### config.mk
export PLATFORM = sky130hd
export DESIGN_NAME = riscy_control
export DESIGN_NICKNAME = d
export VERILOG_FILES = /design/src/rtl/riscy_pkg.sv /design/src/rtl/riscy_control_alu_decoder.sv /design/src/rtl/riscy_control.sv
export SDC_FILE = /design/constraint.sdc
export NUM_CORES = 1
export LEC_CHECK = 0
export CAP_MARGIN = 30
export CELL_PAD_IN_SITES_DETAIL_PLACEMENT = 1
export CELL_PAD_IN_SITES_GLOBAL_PLACEMENT = 1
export CORE_ASPECT_RATIO = 2
export CORE_UTILIZATION = 16
export CTS_CLUSTER_DIAMETER = 150
export DETAILED_ROUTE_END_ITERATION = 10
export GPL_TIMING_DRIVEN = 0
export PLACE_DENSITY = 0.78
export SETUP_SLACK_MARGIN = 0.5
export SYNTH_ARGS = -nofsm -noshare
export SYNTH_HDL_FRONTEND = slang
export SYNTH_SLANG_ARGS = --single-unit
### constraint.sdc
create_clock -name clk -period 1.45 [get_ports clk]
set_clock_uncertainty 0.05 [all_clocks]
set_input_delay 0.3625 -clock clk [delete_from_list [all_inputs] [get_ports clk]]
set_output_delay 0.3625 -clock clk [all_outputs]
set_load 0.01 [all_outputs]
### src/rtl/riscy_pkg.sv
// Shared constants for the RV32I control unit: opcodes, ALU/immediate/result encodings,
// flag bit positions and branch funct3 codes.
package riscy_pkg;

  localparam logic [6:0] OP_R      = 7'b0110011;
  localparam logic [6:0] OP_I      = 7'b0010011;
  localparam logic [6:0] OP_LOAD   = 7'b0000011;
  localparam logic [6:0] OP_STORE  = 7'b0100011;
  localparam logic [6:0] OP_BRANCH = 7'b1100011;
  localparam logic [6:0] OP_JAL    = 7'b1101111;
  localparam logic [6:0] OP_LUI    = 7'b0110111;

  localparam logic [3:0] ALU_ADD = 4'd0;
  localparam logic [3:0] ALU_SUB = 4'd8;

  localparam logic [1:0] IMM_I = 2'b00;
  localparam logic [1:0] IMM_S = 2'b01;
  localparam logic [1:0] IMM_U = 2'b10;
  localparam logic [1:0] IMM_J = 2'b11;

  localparam logic [1:0] RES_ALU = 2'b00;
  localparam logic [1:0] RES_MEM = 2'b01;
  localparam logic [1:0] RES_PC4 = 2'b10;

  localparam int FLAG_N = 3;
  localparam int FLAG_Z = 2;
  localparam int FLAG_C = 1;
  localparam int FLAG_V = 0;

  localparam logic [2:0] F3_BEQ  = 3'd0;
  localparam logic [2:0] F3_BNE  = 3'd1;
  localparam logic [2:0] F3_BLT  = 3'd4;
  localparam logic [2:0] F3_BGE  = 3'd5;
  localparam logic [2:0] F3_BLTU = 3'd6;
  localparam logic [2:0] F3_BGEU = 3'd7;

  // Instruction class handed from the main decoder to the ALU decoder.
  typedef enum logic [1:0] {
    ALUOP_ADD = 2'd0,
    ALUOP_SUB = 2'd1,
    ALUOP_R   = 2'd2,
    ALUOP_I   = 2'd3
  } aluop_e;

endpackage

### src/rtl/riscy_control_alu_decoder.sv
// ALU operation select from instruction class, funct3 and instruction[30].
module alu_decoder
  import riscy_pkg::*;
(
  input  logic [1:0] aluop,
  input  logic [2:0] funct3,
  input  logic       funct7,
  output logic [3:0] alu_control
);

  always_comb begin
    alu_control = ALU_ADD;
    case (aluop)
      ALUOP_ADD: alu_control = ALU_ADD;
      ALUOP_SUB: alu_control = ALU_SUB;
      ALUOP_R:   alu_control = {funct7, funct3};
      // For immediates bit 30 is only an opcode bit for shift-right (srai vs srli).
      ALUOP_I:   alu_control = {(funct3 == 3'd5) & funct7, funct3};
      default:   alu_control = ALU_ADD;
    endcase
  end

endmodule

### src/rtl/riscy_control.sv
// RV32I single-cycle control unit: combinational decode plus sticky illegal flag and
// an optional taken-branch counter enabled by RISCY_CONTROL_BRANCH_CNT_EN.
module riscy_control
  import riscy_pkg::*;
(
  input  logic        clk,
  input  logic        rst_n,
  input  logic [6:0]  op,
  input  logic [2:0]  funct3,
  input  logic        funct7,
  input  logic [3:0]  flags,
  output logic        RegWrite,
  output logic        ALUSrc,
  output logic        MemWrite,
  output logic        PCSrc,
  output logic [1:0]  ImmSrc,
  output logic [1:0]  ResultSrc,
  output logic [3:0]  ALUControl,
  output logic        IllegalOp,
  output logic        IllegalSeen,
  output logic [31:0] BranchCount
);

  logic [1:0] aluop;
  logic       is_branch;
  logic       is_jal;
  logic       taken;

  always_comb begin
    RegWrite  = 1'b0;
    ALUSrc    = 1'b0;
    MemWrite  = 1'b0;
    ImmSrc    = IMM_I;
    ResultSrc = RES_ALU;
    aluop     = ALUOP_ADD;
    IllegalOp = 1'b0;
    is_branch = 1'b0;
    is_jal    = 1'b0;
    case (op)
      OP_R:      begin RegWrite = 1'b1; aluop = ALUOP_R; end
      OP_I:      begin RegWrite = 1'b1; ALUSrc = 1'b1; aluop = ALUOP_I; end
      OP_LOAD:   begin RegWrite = 1'b1; ALUSrc = 1'b1; ResultSrc = RES_MEM; end
      OP_STORE:  begin ALUSrc = 1'b1; MemWrite = 1'b1; ImmSrc = IMM_S; end
      // Branch keeps MemWrite/ImmSrc as the datapath expects them, oddities included.
      OP_BRANCH: begin
        ALUSrc = 1'b1; MemWrite = 1'b1; ImmSrc = IMM_S;
        aluop = ALUOP_SUB; is_branch = 1'b1;
      end
      OP_JAL:    begin RegWrite = 1'b1; ImmSrc = IMM_J; ResultSrc = RES_PC4; is_jal = 1'b1; end
      OP_LUI:    begin RegWrite = 1'b1; ImmSrc = IMM_U; end
      default:   IllegalOp = 1'b1;
    endcase
  end

  alu_decoder u_alu_decoder (
    .aluop       (aluop),
    .funct3      (funct3),
    .funct7      (funct7),
    .alu_control (ALUControl)
  );

  always_comb begin
    taken = 1'b0;
    case (funct3)
      F3_BEQ:  taken = flags[FLAG_Z];
      F3_BNE:  taken = ~flags[FLAG_Z];
      F3_BLT:  taken = flags[FLAG_N] ^ flags[FLAG_V];
      F3_BGE:  taken = ~(flags[FLAG_N] ^ flags[FLAG_V]);
      F3_BLTU: taken = ~flags[FLAG_C];
      F3_BGEU: taken = flags[FLAG_C];
      default: taken = 1'b0;
    endcase
  end

  assign PCSrc = (is_branch & taken) | is_jal;

  always_ff @(posedge clk or negedge rst_n) begin
    if (!rst_n) IllegalSeen <= 1'b0;
    else if (IllegalOp) IllegalSeen <= 1'b1;
  end

`ifdef RISCY_CONTROL_BRANCH_CNT_EN
  always_ff @(posedge clk or negedge rst_n) begin
    if (!rst_n) BranchCount <= 32'd0;
    else if (PCSrc) BranchCount <= BranchCount + 32'd1;
  end
`else
  assign BranchCount = 32'd0;
`endif

endmodule

==> Word-level counts from Yosys, hierarchy flattened <==
Cells that the tools add are included.
{ "op_classes": {"eq_ne": 15, "n_mux": 11, "n_bitwise": 7, "n_reduce_logical": 6} }
{ "ops": {"columns": ["op", "n"], "rows": [
  ["$eq 7x6->1 const B", 3],
  ["$pmux 4 s4", 1],
  ["$eq 7x7->1 const B", 2],
  ["$eq 3x3->1 const B", 4],
  ["$pmux 2 s3", 2],
  ["$eq 7x2->1 const B", 1],
  ["$eq 7x5->1 const B", 1],
  ["$reduce_or 7->1", 1],
  ["$mux 1", 6],
  ["$pmux 1 s6", 1],
  ["$reduce_or 5->1", 1],
  ["$eq 2x2->1 const B", 2],
  ["$pmux 2 s2", 1],
  ["$reduce_or 4->1", 1],
  ["$eq 3x1->1 const B", 1],
  ["$logic_not 3->1", 1],
  ["$not 1->1", 3],
  ["$and 1x1->1", 2],
  ["$eq 2x1->1 const B", 1],
  ["$logic_not 2->1", 1],
  ["$reduce_or 2->1", 1],
  ["$or 1x1->1", 1],
  ["$xor 1x1->1", 1]
]} }
{ "totals": {"reg_bits": 1, "elab_cells": 40} }

==> Logic depth before layout (Yosys ltp) <==
{ "logic_depth": {"word_depth": 5, "depth_mapped": 4, "depth_no_buf": 3} }

==> By module <==
From an unflattened synthesis, not the netlist that was laid out.
{ "unflattened": {"hier_cells": 76, "hier_area_um2": 575.6} }
{ "by_module_without_submodules": {"columns": ["mod", "n_inst", "cells_per_inst", "area_per_inst_um2", "seq_area_each_um2"], "rows": [
  ["riscy_control", 1, 70, 529.3, 25.0],
  ["alu_decoder", 1, 6, 46.3, 0.0]
]} }

==> Worst setup path after synthesis <==
Ideal clock, no wire load.
{ "synth_path": {"kind": "input-to-output", "from": "in op[2]", "to": "out PCSrc", "t_arrival_ps": 1175, "t_required_ps": 1038, "path_slack_ps": -138, "cell_stages": 3, "path_cell_list": "nand4bb_4 -> o32a_1 -> a31oi_1"} }
{ "synth_between": {"elab_chain_cells": 4} }
{ "synth_lines": {"columns": ["element", "line_no", "source"], "rows": [
  ["from (decl)", "riscy_control.sv:8", "input logic [6:0] op,"],
  ["$eq 7x7->1", "riscy_control.sv:39", "case (op)"],
  ["$mux 1", "riscy_control.sv:39", null],
  ["$and 1x1->1", "riscy_control.sv:75", "assign PCSrc = (is_branch & taken) | is_jal;"],
  ["$or 1x1->1 (*)", "riscy_control.sv:75", null],
  ["to (decl)", "riscy_control.sv:15", "output logic PCSrc,"]
]} }
Mark *: on every way between the ends. The rest lies on a longest branch, timed or not.

==> Final worst setup path <==
Same ends and word-level chain as after synthesis.

==> metrics.yaml <==
status: "finished with violations"
violations: "negative setup slack"
synth_area_leaders: "buf_4 40%, nand4bb_4 4.5%, nor2_1 4.3%"
boundaryPins: 63
crit_fanout: 3
p_int_mw: 0.207
fin_hold_ws_ps: 421
crit_end: "PCSrc"
grt_pass1_vias: 703
ys_warn_count: 0
required_ps: 1040
ys_ff_latch: 1
cp-end-kind: "output pin"
die_area_sq_mm: 0.00407
layout.nets: 183
first_pass_iters: 3
worst_slack_ps: -437
postRouteWirelength_um: 2180
clock_power_share_pct: 0
synth_top_cell_by_area: "buf_4"
power_frac_comb_pct: 91.8
worstSkewPairLatency_ps: 0
track_usage_pct: 10.3
grt_first_pass_wirelength_um: 3220
grt_max_degree: 10
final_common_cell: "buf_4"
cellLeakagePower_nw: 0.736
synth_top_cell_area_share_pct: 39.5
drive_gt1_share_pct: 61.6
drc: 0
path_cells: "buf_8, nand4bb_4, buf_6, o32a_1, a31oi_2, buf_2"
max_freq_ghz: 0.530
finalHoldViolCount: 0
crit_type: "input pin to output pin"
grt_setup_unrepaired: "true"
diodes: 0
gp_congestion: 0.695
die_x_um: 45.6
p_per_area_mw_per_mm2: 248
switchingPower_mw: 0.138
placed_cells: 193
worstSetupStartpointType: "input pin"
peakVddDrop_mv: 0.0921
final_cell_mix: "45 x buf_4, 32 x conb_1, 12 x buf_6, 12 x buf_2"
setup_tns_ps: -3190
synthCells: 85
clk_pin_slew_ps: 0
layout_min_cycle_time_ps: 1890
maxCapViolCount: 0
port_buffers: 28
power_mw: 0.345
hpwl_um: 1520
synthToLayoutAreaGrowth_pct: 129
setup_viol: 13
ant_nets: 0
nFillCells: 442
fin_cells: 213
start_util_pct: 16.9
drt_iter0_drc: 4
hp-class: "flop to flop"
worst_ep_arrival_time_ps: 1470
r2r-end: "IllegalSeen$_DFFE_PN0P_"
die_h_um: 89.2
ys_types: 31
timing.rr.start: "IllegalSeen$_DFFE_PN0P_"
cts_hold_buf: 0
cp_slowest_cell: "o32a_1"
largest_register_ffs: 1
design.core.area_sq_mm: 0.00361
drv_slew: 0
syn_area_sq_um: 608
r2r_slack_ps: 670
p_sw_share_pct: 39.9
gr-total-overflow: 0
crit_path_start: "op[2]"
regMostFlops: "IllegalSeen"
dpl_cell_area_sq_mm: 0.00113
wire_per_inst_um: 10.2
rr_worst_depth: 2
post-route-period-util_pct: 130
p_seq_share_pct: 8.2
final_area_sq_mm: 0.00139
rows: 31
viasPerCell: 3.63
antenna_found_initial: 0
critPathMaxStageDelay_ps: 340
seq_area_frac_synth_pct: 4.12
vias: 773
avgSynthCellArea_sq_um: 7.15
reg_top3: "IllegalSeen x1"
cells in the mapped netlist:
master,number
nor4_1,1
dfrtp_1,1
a21oi_1,4
inv_1,3
nand2_1,4
xor2_1,2
or2_2,1
o21ai_1,1
nand4_1,1
a2bb2oi_1,1
a31oi_1,1
nand3b_1,2
buf_4,32
nor2b_1,1
and4b_1,1
and3b_1,1
nand2b_1,2
xor3_1,1
nor3b_1,2
and2_1,3
nor3_1,1
or2_1,1
buf_2,3
conb_1,1
o21ai_0,1
nand3_1,1
nand4bb_4,1
o221ai_1,2
o2111ai_1,1
o32a_1,1
nor2_1,7
area by class of cell:
class / count / area, sq um / share of cell area [%]
Sequential cell: 1 / 25.0 / 1.80
Timing Repair Buffer: 48 / 432 / 31.1
Tap cell: 49 / 61.3 / 4.41
Inverter: 3 / 11.3 / 0.810
Buffer: 35 / 283 / 20.3
Multi-Input combinational cell: 77 / 578 / 41.6
cell families (layout without fill, tap and decap cells):
kind of cell | count (synthesis) | after routing | share of synthesized area (%)
XOR/XNOR | 3 | 3 | 6.79
flip-flops | 1 | 1 | 4.11
AO/OA/AOI/OAI | 12 | 12 | 13.4
buffers and inverters | 38 | 86 | 43.8
AND/OR/NAND/NOR | 30 | 30 | 31.3
other | 1 | 32 | 0.617
worst min-delay path by stage:
stage	start	end	slack, ps	cells after the start
after floorplan	rst_n	IllegalSeen$_DFFE_PN0P_	20	0
after global placement	IllegalSeen$_DFFE_PN0P_	IllegalSeen$_DFFE_PN0P_	430	2
after global routing	IllegalSeen$_DFFE_PN0P_	IllegalSeen$_DFFE_PN0P_	440	2
after CTS	IllegalSeen$_DFFE_PN0P_	IllegalSeen$_DFFE_PN0P_	440	2
after detailed placement	IllegalSeen$_DFFE_PN0P_	IllegalSeen$_DFFE_PN0P_	440	2
final	IllegalSeen$_DFFE_PN0P_	IllegalSeen$_DFFE_PN0P_	420	2
through the flow:
step	utilization [%]	worst slack, ps
floorplan	-	-84.4
global placement	31.4	-1200
detailed placement	31.4	-1250
CTS	36.5	-445
global route	38.5	-492
finish	38.5	-437
worst max-delay path: cells and delay by family:
kind | cells | cell delay, ps
compound gates | 2 | 480
simple gates | 1 | 230
buf+inv | 3 | 400
per-layer routing:
metal	vias to the layer above	share of wire [%]	track usage, %
met5	-	0	0
met4	0	0	0.551
met3	0	8.4	0.808
met2	45	60	21.8
met1	345	31	10.4
li1	383	-	-
repair_timing:
action | CTS | global route
gates cloned | 0 | 0
pin swaps | 13 | 10
setup buffers | 17 | 3
resized for setup | 112 | 12
setup endpoints to repair | 15 | 14
power groups by stage:
stage / combinational [mW] / sequential, mW / clock, mW
floorplan: 0.170 / 0.0284 / 0
global placement: 0.238 / 0.0284 / 0
detailed placement: 0.240 / 0.0284 / 0
CTS: 0.292 / 0.0284 / 0
global route: 0.341 / 0.0284 / 0
finish: 0.317 / 0.0284 / 0
Power figures use the tool's default switching activity.
